==> src/rtl/cpu_pkg.sv <==
`default_nettype none
// ============================================================================
// Module      : cpu_pkg
// Description : Shared constants and types for the fetch stage of the 32-bit
//               MIPS-style datapath.
//               - RESET_PC_DEFAULT : default fetch address after reset
//               - NOP_INSTR        : encoding used for IF/ID bubbles
//               - pc_sel_t         : next-PC source selected each cycle
// Revision    : 1.0 - initial release
// ============================================================================
package cpu_pkg;

  localparam int unsigned PC_W             = 32;
  localparam logic [31:0] RESET_PC_DEFAULT = 32'h0000_0000;
  localparam logic [31:0] NOP_INSTR        = 32'h0000_0000;
  localparam logic [31:0] ALIGN_MASK       = 32'hFFFF_FFFC;

  typedef enum logic [1:0] {
    PC_SEQ    = 2'd0,
    PC_BRANCH = 2'd1,
    PC_JUMP   = 2'd2,
    PC_HOLD   = 2'd3
  } pc_sel_t;

endpackage : cpu_pkg
`default_nettype wire

==> src/rtl/next_pc_mux.sv <==
`default_nettype none
// ============================================================================
// Module      : next_pc_mux
// Description : Combinational next-PC selection. Forms the branch target
//               (PC+4 of the branch plus the pre-shifted offset), the jump
//               target (region bits of PC+4 concatenated with the index) and
//               picks one by priority: jump > branch > stall > sequential.
// Ports       : pc, pc_plus4       - current PC and its successor
//               stall              - hold request from hazard logic
//               branch_taken       - taken branch resolved in ID
//               branch_pc4         - PC+4 of the ID instruction (branch/jump)
//               branch_offset      - sign-extended, shifted-left-2 immediate
//               jump, jump_index   - j/jal in ID and its 26-bit index
//               sel                - chosen source
//               next_pc            - word-aligned next fetch address
// Revision    : 1.0 - initial release
// ============================================================================
module next_pc_mux
  import cpu_pkg::*;
(
  input  logic [31:0] pc,
  input  logic [31:0] pc_plus4,
  input  logic        stall,
  input  logic        branch_taken,
  input  logic [31:0] branch_pc4,
  input  logic [31:0] branch_offset,
  input  logic        jump,
  input  logic [25:0] jump_index,
  output pc_sel_t     sel,
  output logic [31:0] next_pc
);

  logic [31:0] branch_target;
  logic [31:0] jump_target;
  logic [31:0] raw_next;

  // Offset low bits are don't-care; clearing them before the add keeps any
  // stray bits from rippling a carry into bit 2.
  assign branch_target = branch_pc4 + (branch_offset & ALIGN_MASK);
  assign jump_target   = {branch_pc4[31:28], jump_index, 2'b00};

  // A redirect outranks stall: the instruction being held is on the wrong
  // path anyway once ID has resolved a control transfer.
  always_comb begin
    sel = PC_SEQ;
    if (jump)              sel = PC_JUMP;
    else if (branch_taken) sel = PC_BRANCH;
    else if (stall)        sel = PC_HOLD;
  end

  always_comb begin
    raw_next = pc_plus4;
    case (sel)
      PC_JUMP:   raw_next = jump_target;
      PC_BRANCH: raw_next = branch_target;
      PC_HOLD:   raw_next = pc;
      default:   raw_next = pc_plus4;
    endcase
  end

  // Every value loaded into the PC is forced word-aligned.
  assign next_pc = raw_next & ALIGN_MASK;

endmodule : next_pc_mux
`default_nettype wire

==> src/rtl/pc_fetch_stage.sv <==
`default_nettype none
// ============================================================================
// Module      : pc_fetch_stage
// Description : Program counter, next-PC selection and IF/ID pipeline
//               register. A redirect (jump or taken branch) loads the target
//               into the PC and flushes IF/ID, giving exactly one bubble.
// Ports       : clk, reset                 - clock, async active-high reset
//               stall                      - hold PC and IF/ID
//               branch_taken, branch_pc4,
//               branch_offset              - branch redirect request
//               jump, jump_index           - jump redirect request
//               imem_rdata                 - instruction at pc (comb. imem)
//               pc, pc_plus4               - fetch address and its successor
//               if_id_instr, if_id_pc4,
//               if_id_valid                - IF/ID register contents
// Revision    : 1.0 - initial release
// ============================================================================
module pc_fetch_stage
  import cpu_pkg::*;
#(
  parameter int unsigned n        = 32,
  parameter logic [31:0] RESET_PC = RESET_PC_DEFAULT
) (
  input  logic         clk,
  input  logic         reset,
  input  logic         stall,
  input  logic         branch_taken,
  input  logic [n-1:0] branch_pc4,
  input  logic [n-1:0] branch_offset,
  input  logic         jump,
  input  logic [25:0]  jump_index,
  input  logic [31:0]  imem_rdata,
  output logic [n-1:0] pc,
  output logic [n-1:0] pc_plus4,
  output logic [31:0]  if_id_instr,
  output logic [n-1:0] if_id_pc4,
  output logic         if_id_valid
);

  localparam logic [31:0] RESET_PC_ALIGNED = RESET_PC & ALIGN_MASK;

  pc_sel_t     sel;
  logic [31:0] next_pc;

  assign pc_plus4 = pc + 32'd4;

  next_pc_mux u_next_pc_mux (
    .pc            (pc),
    .pc_plus4      (pc_plus4),
    .stall         (stall),
    .branch_taken  (branch_taken),
    .branch_pc4    (branch_pc4),
    .branch_offset (branch_offset),
    .jump          (jump),
    .jump_index    (jump_index),
    .sel           (sel),
    .next_pc       (next_pc)
  );

  // On PC_HOLD the mux already returns pc, so the PC can load unconditionally.
  always_ff @(posedge clk or posedge reset) begin
    if (reset) begin
      pc <= RESET_PC_ALIGNED;
    end else begin
      pc <= next_pc;
    end
  end

  always_ff @(posedge clk or posedge reset) begin
    if (reset) begin
      if_id_instr <= NOP_INSTR;
      if_id_pc4   <= '0;
      if_id_valid <= 1'b0;
    end else begin
      case (sel)
        PC_JUMP, PC_BRANCH: begin
          // Instruction fetched this cycle is on the wrong path: squash it.
          if_id_instr <= NOP_INSTR;
          if_id_valid <= 1'b0;
        end
        PC_HOLD: begin
          if_id_instr <= if_id_instr;
          if_id_valid <= if_id_valid;
        end
        default: begin
          if_id_instr <= imem_rdata;
          if_id_pc4   <= pc_plus4;
          if_id_valid <= 1'b1;
        end
      endcase
    end
  end

endmodule : pc_fetch_stage
`default_nettype wire

==> config.mk <==
export PLATFORM = sky130hd
export DESIGN_NAME = pc_fetch_stage
export DESIGN_NICKNAME = d
export VERILOG_FILES = /design/src/rtl/cpu_pkg.sv /design/src/rtl/next_pc_mux.sv /design/src/rtl/pc_fetch_stage.sv
export SDC_FILE = /design/constraint.sdc
export NUM_CORES = 1
export LEC_CHECK = 0
export CAP_MARGIN = 0
export CELL_PAD_IN_SITES_DETAIL_PLACEMENT = 1
export CELL_PAD_IN_SITES_GLOBAL_PLACEMENT = 2
export CORE_MARGIN = 10
export CORE_UTILIZATION = 27
export DETAILED_ROUTE_END_ITERATION = 6
export PLACE_DENSITY_LB_ADDON = 0.25
export SLEW_MARGIN = 20
export SYNTH_ARGS = -nofsm -noshare
export SYNTH_HDL_FRONTEND = slang
export SYNTH_SLANG_ARGS = --single-unit
==> constraint.sdc <==
create_clock -name clk -period 5.3 [get_ports clk]
set_input_delay 0.795 -clock clk [delete_from_list [all_inputs] [get_ports clk]]
set_output_delay 0.795 -clock clk [all_outputs]
set_load 0.005 [all_outputs]
==> metrics.csv <==
metric,value,unit
status,"finished, final reports clean",
Unique masters post-synth,73,
CTS tree,yes,
Via density,4.95,
CP startpoint,pc[2],
# rows,55,
initial antenna violation count,0,
first-pass GRT wire length,40000,microns
startpoint types,flop,
max-cap violation count,0,
GRT Util Overall,16.7,%
Routed Antenna Nets,0,
final-report setup violation count,0,
clk_skew,6.33,ps
Main synth FF type,dfrtp_1,
clock sink count,93,
Min-Delay Path Class,reg -> reg,
async set or reset register ratio after synthesis,100,%
"top cells by count, synth","93 x dfrtp_1, 62 x a21oi_1, 54 x nor2_1",
Worst-path clk slew,70,ps
Peak Freq,247,MHz
Critical Path AT,3260,ps
CTS resizes,0,
Peak VDD IR,155,uV
die footprint,29800,sq um
average size of a mapped cell,9.22,sq um
final worst-path cycle share,76.4,%
final hold vios,0,
dominant cell type by area after synthesis,dfrtp_1,
setup TNS,0,ps
CP max FO,7,
post-synthesis sequential area ratio,37.0,%
"top cells by area, synth","dfrtp_1 37%, ha_1 6.8%, a21oi_1 4.9%, a22o_1 4.7%, xnor2_1 3.6%",
Post-Synthesis Cells,682,
HP Start,if_id_valid,
Worst slew margin,36.0,%
Reg-to-Reg Start,pc[2],
layout cells sized above 1,6.95,%
post-route cell area,9270,sq um
DRC,0,
number of flops mapped to enable cells by yosys,0,
Num CTS Buffers,9,
nets,1063,
Slew @ Worst Pin,960,ps
Detail Placement HPWL,20000,microns
worst-skew pair later-pin latency,350,ps
Worst EP required,4510,ps
1st-iter DRT viols,396,
top-count cell post-synth,dfrtp_1,
Tmin final,4050,ps
Final Wtd Congestion,0.787,
Leakage Power,3.85,nW
setup bufs post-CTS,0,
Crit. End Element,output port,
"flops & latches, synth",93,
Ys Warns,0,
initial core utilization,27.6,%
largest net degree at the start of global routing,66,
drt pass-1 iters,4,
pwr/cell area,280,nW/um^2
Ports,256,
Die W,173,microns
n_diodes,0,
share of the synthesized area in the top cell type,37.0,%
# hold bufs at CTS,0,
unrepaired setup endpoints after global routing,false,
Detailed Route WL,25400,microns
die height,173,microns
Max Used Layer,met4,
Final Max Slew Viols,0,
Avg WL per Cell,20.8,microns
area grow syn2layout,47.4,%
core area,22800,sq um
clk buf depth,2,
vias in the first global route,6426,
routed wl met3,1500,microns
WS Path Type,reg -> out,
Placed Area,9000,sq um
vias,6040,
H-tree Lvls,3,
GRT overflow,0,
Mapped Area,6290,sq um
met2 wire length,11300,microns
Buffers on Ports,245,
Root Driver,clkbuf_16,
WL met1,12500,microns
-- sequential cells by signal, summed over array words and instances (netlist names) --
| name | flops |
|---|---|
| pc | 30 |
| if_id_pc4 | 30 |
| if_id_valid | 1 |
| if_id_instr | 32 |
-- kinds of logic (layout without fill, tap and decap cells) --
group / after synthesis / count (layout) / share of synthesized area (%)
compound gates: 234 / 234 / 26.2
simple gates: 170 / 170 / 14.3
flops: 93 / 93 / 37.0
buf+inv: 84 / 303 / 5.49
xor+xnor: 46 / 46 / 6.53
fa+ha+maj: 35 / 35 / 7.08
mux: 19 / 19 / 3.34
other cells: 1 / 6 / 0.0596
-- routing by layer --
metal	vias to the layer above	global-route usage, %
met3	7	4.14
li1	2940	-
met1	2921	22.9
met2	172	26.0
met5	-	0
met4	0	3.04
-- layout make-up --
| cell class | instances | area [sq um] |
|---|---|---|
| fill | 2577 | 13500 |
| clock buffer | 11 | 233 |
| inverter | 36 | 138 |
| tap | 313 | 392 |
| clock inverter | 5 | 35.0 |
| sequential | 93 | 2330 |
| multi-input combinational | 510 | 3650 |
| timing repair buffer | 251 | 2500 |
-- layout by cell type, fill, tap and decap left out, types with 8 or more instances in the layout --
cell type and count:
a211oi_1 9, a21o_1 15, a21oi_1 62, a221oi_1 14, a22o_1 34, a31oi_1 13, and3_1 8, clkbuf_16 9
clkdlybuf4s50_1 245, dfrtp_1 93, ha_1 31, inv_1 35, mux2_2 16, nand2_1 38, nand3_1 20, nand4_1 10
nor2_1 53, o21ai_0 21, o22ai_1 8, o31ai_1 8, xnor2_1 26, xor2_1 19
-- metrics by stage --
stage | power [W] | instances | utilization, % | hold slack, ps | setup WS [ps]
floorplan | 0.00139 | 687 | - | 478 | 2080
global placement | 0.00200 | 1203 | 39.5 | 462 | 1380
detailed placement | 0.00201 | 1203 | 39.5 | 468 | 1360
CTS | 0.00264 | 1219 | 40.7 | 485 | 1190
global route | 0.00277 | 1219 | 40.7 | 500 | 1050
finish | 0.00260 | 1219 | 40.7 | 477 | 1250
-- critical path, stage by stage (launching register included) --
cell             delay, ps
dfrtp_1                480
ha_1                   370
nand2_1                220
nor4_4                 480
and2_2                 290
nand4_1                250
xnor2_1                270
clkdlybuf4s50_1        540
-- final timing paths --
path                              endpoint  slack (ps)  depth (start not counted)
min in group asynchronous   if_id_instr[7]         990                          2
min reg2reg                    if_id_valid         480                          1
max reg2reg                         pc[26]        2340                          9
max in group asynchronous  if_id_instr[18]        3370                          3
min                            if_id_valid         480                          1
max                           pc_plus4[26]        1250                          7
-- where the power goes --
part | internal (W) | switching (W) | leakage [nW]
clock network | 0.000321 | 0.000297 | 0.130
logic | 0.000573 | 0.000448 | 2.58
registers | 0.000834 | 0.000122 | 1.14
No activity file was read; power rests on OpenSTA's default activity.
